## src/rtl/cache_bus_arbiter.sv

```systemverilog
// cache_bus_arbiter: round-robin arbiter sharing one cache port among NUM_CORES cores
module cache_bus_arbiter #(
    parameter int NUM_CORES = 4,
    parameter int TIMEOUT   = 64,
    parameter int OW        = $clog2(NUM_CORES)
) (
    input  logic                    clk,
    input  logic                    rst,
    input  logic [NUM_CORES-1:0]    req,
    input  logic [NUM_CORES-1:0]    rw_in,
    input  logic [12*NUM_CORES-1:0] addr_in,
    input  logic [NUM_CORES-1:0]    done,
    output logic [NUM_CORES-1:0]    gnt,
    output logic                    cache_valid,
    output logic                    cache_rw,
    output logic [11:0]             cache_addr,
    output logic [OW-1:0]           owner,
    output logic                    busy,
    output logic                    timeout_err
);
    localparam int TW = $clog2(TIMEOUT) + 1;
    typedef enum logic [1:0] {IDLE, BUSY, RELEASE} state_t;
    state_t        state;
    logic [OW-1:0] ptr;
    logic [OW-1:0] win;
    logic [OW-1:0] hi;
    logic [OW-1:0] lo;
    logic          hi_ok;
    logic          sel_rw;
    logic [11:0]   sel_addr;
    logic [TW-1:0] timer;
    logic          release_now;

    // winner is the lowest requester at or above ptr, else the lowest requester overall (wrap)
    always_comb begin
        hi = '0;
        lo = '0;
        hi_ok = 1'b0;
        sel_rw = 1'b0;
        sel_addr = '0;
        for (int i = NUM_CORES - 1; i >= 0; i--) begin
            if (req[i]) begin
                lo = OW'(i);
                if (i >= int'(ptr)) begin
                    hi = OW'(i);
                    hi_ok = 1'b1;
                end
            end
        end
        win = hi_ok ? hi : lo;
        for (int i = 0; i < NUM_CORES; i++) begin
            if (OW'(i) == win) begin
                sel_rw = rw_in[i];
                sel_addr = addr_in[12*i +: 12];
            end
        end
    end

    assign release_now = done[owner] || (timer == TW'(TIMEOUT - 1));

    // arbitration FSM with registered outputs; done from the owner beats a simultaneous timeout
    always_ff @(posedge clk or negedge rst) begin
        if (!rst) begin
            state       <= IDLE;
            ptr         <= '0;
            timer       <= '0;
            gnt         <= '0;
            cache_valid <= 1'b0;
            cache_rw    <= 1'b0;
            cache_addr  <= '0;
            owner       <= '0;
            busy        <= 1'b0;
            timeout_err <= 1'b0;
        end else begin
            timeout_err <= 1'b0;
            case (state)
                IDLE: begin
                    if (|req) begin
                        state       <= BUSY;
                        gnt         <= NUM_CORES'(1) << win;
                        owner       <= win;
                        cache_valid <= 1'b1;
                        cache_rw    <= sel_rw;
                        cache_addr  <= sel_addr;
                        busy        <= 1'b1;
                        timer       <= '0;
                    end
                end
                BUSY: begin
                    if (release_now) begin
                        state       <= RELEASE;
                        gnt         <= '0;
                        owner       <= '0;
                        cache_valid <= 1'b0;
                        cache_rw    <= 1'b0;
                        cache_addr  <= '0;
                        ptr         <= (owner == OW'(NUM_CORES - 1)) ? '0 : owner + 1'b1;
                        timeout_err <= !done[owner];
                    end else begin
                        timer <= timer + 1'b1;
                    end
                end
                default: begin
                    state <= IDLE;
                    busy  <= 1'b0;
                end
            endcase
        end
    end
endmodule
```

## config.mk

```make
export PLATFORM = sky130hd
export DESIGN_NAME = cache_bus_arbiter
export DESIGN_NICKNAME = d
export VERILOG_FILES = /design/src/rtl/cache_bus_arbiter.sv
export SDC_FILE = /design/constraint.sdc
export NUM_CORES = 1
export LEC_CHECK = 0
export ABC_AREA = 0
export ABC_CLOCK_PERIOD_IN_PS = 2100
export CELL_PAD_IN_SITES_DETAIL_PLACEMENT = 1
export CELL_PAD_IN_SITES_GLOBAL_PLACEMENT = 1
export CORE_ASPECT_RATIO = 0.75
export CORE_MARGIN = 5
export CORE_UTILIZATION = 31
export CTS_BUF_LIST = sky130_fd_sc_hd__clkbuf_4 sky130_fd_sc_hd__clkbuf_8 sky130_fd_sc_hd__clkbuf_16
export CTS_CLUSTER_SIZE = 24
export DETAILED_ROUTE_END_ITERATION = 10
export GPL_TIMING_DRIVEN = 1
export PLACE_DENSITY_LB_ADDON = 0.1
export SLEW_MARGIN = 20
export SYNTH_ARGS = -nofsm -noshare
export SYNTH_HDL_FRONTEND = slang
export SYNTH_SLANG_ARGS = --single-unit
export TNS_END_PERCENT = 10
```

## constraint.sdc

```tcl
create_clock -name clk -period 2.1 [get_ports clk]
set_input_delay 0.42 -clock clk [delete_from_list [all_inputs] [get_ports clk]]
set_output_delay 0.42 -clock clk [all_outputs]
set_load 0.005 [all_outputs]
```

==> impl_metrics.env <==
export IMPL_outcome="completed"
export IMPL_crit_type="primary input to flop"
export IMPL_p_leak_nw=1.31
export IMPL_yosysMostFrequentCell="dfrtp_1"
export IMPL_hp_start="cache_valid"
export IMPL_crit_required_ns=2.29
export IMPL_worstPathArrival_ns=2.22
export IMPL_rsz0062_at_grt="false"
export IMPL_yosys_area_top_type_share=0.445
export IMPL_reg2reg_from="owner[0]"
export IMPL_avgSynthCellArea_sq_um=10.5
export IMPL_drt_pass1_iterations=4
export IMPL_first_iter_violations=35
export IMPL_clock_latency_ns=0.30
export IMPL_grtUsageTotal=0.178
export IMPL_cts_tree="yes"
export IMPL_grt_max_degree=34
export IMPL_antenna_found_initial=0
export IMPL_routedWlPerCell_um=17.8
export IMPL_ant_nets=0
export IMPL_cp_end_kind="flop"
export IMPL_hold_viol=0
export IMPL_seq_area_sq_um=826
export IMPL_finalNonFillerCells=361
export IMPL_dieArea_sq_um=7650
export IMPL_numPortBuffers=83
export IMPL_grt_overflow=0
export IMPL_synthArstFlopShare=1.00
export IMPL_min_delay_path_depth=2
export IMPL_hp_class="flop to flop"
export IMPL_numCtsBuffers=5
export IMPL_synth_top_area_cell="dfrtp_1"
export IMPL_fp_dieW_um=99.3
export IMPL_tns_ns=0
export IMPL_nFillCells=663
export IMPL_setup_viol=0
export IMPL_crit_path_start_kind="primary input"
export IMPL_multi_input_area_sq_um=963
export IMPL_grt_pass1_vias=2052
export IMPL_gp_congestion=0.780
export IMPL_io_pins=84
export IMPL_ir_worst_vdd_mv=0.423
export IMPL_start_util=0.319
export IMPL_powerDensity_nw_per_um2=1200
export IMPL_postCtsSetupRepairBufs=0
export IMPL_remaining_drc_errors=0
export IMPL_grt_pass1_wl_um=10700
export IMPL_vias=1839
export IMPL_clk_pin_slew_ns=0.08
export IMPL_synth_top_cells_by_count="dfrtp_1, nand3_1, nand2_1"
export IMPL_syn_nets=241
export IMPL_fin_crit_ns=2.03
export IMPL_synth_ff_type="dfrtp_1"
export IMPL_diodes=0
export IMPL_cts_root_buf="clkbuf_8"
export IMPL_h_tree_depth=2
export IMPL_fin_ws_ns=0.0707
export IMPL_placedInstanceArea_sq_um=2950
export IMPL_cts_max_path_buffers=2
export IMPL_die_height_um=77
export IMPL_tightest_slew_ns=0.460
export IMPL_path_buf_inv=1
export IMPL_min_to="cache_valid"
export IMPL_placed_cells=353
export IMPL_crit_chain="clkdlybuf4s50_1, a21boi_1, o22a_2, nand2_4, mux2_2, a221o_1"
export IMPL_vias_per_cell=5.09
export IMPL_ys_types=41
export IMPL_synth_seq_cells=33
export IMPL_cts_sinks=33
export IMPL_synthCells=177
export IMPL_r2r_cells=5
export IMPL_slew_headroom=0.691
export IMPL_critPathTopFamily="compound AO/OA/AOI/OAI gates"
export IMPL_place_hpwl_um=4940
export IMPL_syn_cell_area_sq_um=1860
export IMPL_synthTopCellsByArea="dfrtp_1, a221o_1, mux2i_1"
export IMPL_reg2reg_slack_ns=0.21
export IMPL_synth_edf_count=0
export IMPL_fin_skew_ns=0.0108
export IMPL_max_cap_violations=0
export IMPL_nets=346
export IMPL_stdcell_area_sq_um=3080
export IMPL_slowest_stage="clkdlybuf4s50_1"
export IMPL_fmax_ghz=0.493
export IMPL_wirelength_um=6420
export IMPL_area_delta_synth_final_pct=66.1
export IMPL_drive_gt1_frac=0.180
export IMPL_synth_warnings=0
export IMPL_coreArea_sq_um=5830
export IMPL_fin_util=0.529
export IMPL_slew_viol_final=0
export IMPL_r2r_end="timer[1]"
export IMPL_slowest_delay_ns=0.47
export IMPL_post_place_ws_ns=-0.465
export IMPL_period_share=0.966
export IMPL_core_rowCount=24
export IMPL_crit_fanout=10
export IMPL_yosysSeqAreaShare=0.445
-- tightest hold or removal path, cell delays in order (launching register included) --
cell	delay [ns]
dfrtp_1	0.34
nand2_1	0.05
nand2_1	0.06
-- through the flow --
stage / total power [W] / hold WS [ns]
6_report: 0.00371 / 0.478
3_3_place_gp: 0.00302 / 0.460
3_5_place_dp: 0.00307 / 0.464
2_1_floorplan: 0.00201 / 0.124
5_1_grt: 0.00399 / 0.525
4_1_cts: 0.00374 / 0.484
-- report_power, final --
group	total (W)	internal (W)	switching, W
Clock	0.000659	0.000400	0.000259
Combinational	0.00200	0.00113	0.000871
Sequential	0.00105	0.000868	0.000180
-- worst max-delay path by stage --
stage / end / start / cells past startpoint / slack (ns)
5_1_grt: cache_addr[9] / req[2] / 6 / 0.003
3_5_place_dp: gnt[2] / req[1] / 8 / -0.46
3_3_place_gp: cache_rw / req[2] / 6 / -0.27
4_1_cts: cache_addr[10] / req[2] / 6 / 0.02
6_report: cache_addr[10] / req[1] / 6 / 0.07
2_1_floorplan: cache_addr[0] / req[1] / 7 / 0.27
-- state kept, by name, summed over array words and instances (netlist names) --
signal       cells
busy             1
cache_addr      12
cache_rw         1
cache_valid      1
gnt              4
owner            2
ptr              2
state            2
timeout_err      1
timer            7
-- final cells by class --
type,instances,share of cell area
repair buffers,108,0.343
multi-input cells,129,0.313
flip-flops and latches,33,0.268
well taps,78,0.0317
clock buffers,7,0.0292
clock inverters,1,0.00974
inverters,5,0.00609
-- metal layers --
metal	GRT usage	share of wire
met1	0.237	0.48
met2	0.275	0.45
met3	0.0644	0.062
met4	0.0464	0.0069
met5	0	0
-- cells in the final DEF, fill, tap and decap left out, drive strengths merged --
master         count
buf               25
o31ai              2
nand2             16
nor4               1
a21boi             1
mux4               1
o311a              1
ha                 2
o21ai             13
mux2i              9
and3               2
o22ai              1
a32oi              5
nor3               1
a221o              9
o211ai             7
a21oi             10
nor2               3
o21bai             2
and2               1
and4bb             1
or3                3
xnor2              1
clkdlybuf4s50     83
o22a               1
dfrtp             33
nor2b              3
nand2b             4
nand3             16
clkbuf             7
bufinv             1
mux2               9
nand4b             1
a22o               2
and2b              1
inv                5
-- cell families (layout without fill, tap and decap cells) --
family / count (synthesis) / in the layout / synth area share
fa+ha+maj: 2 / 2 / 0.0135
simple gates: 53 / 53 / 0.151
xor+xnor: 1 / 1 / 0.00472
buf+inv: 15 / 121 / 0.0438
mux: 19 / 19 / 0.127
compound gates: 54 / 54 / 0.214
flops: 33 / 33 / 0.445
-- timing repair --
action | in CTS | in global routing
gates resized for setup | 2 | 2
gates cloned | 0 | 0
hold buffers | 0 | 0
endpoints found under the setup margin | 14 | 11
Power figures use the tool's default switching activity.
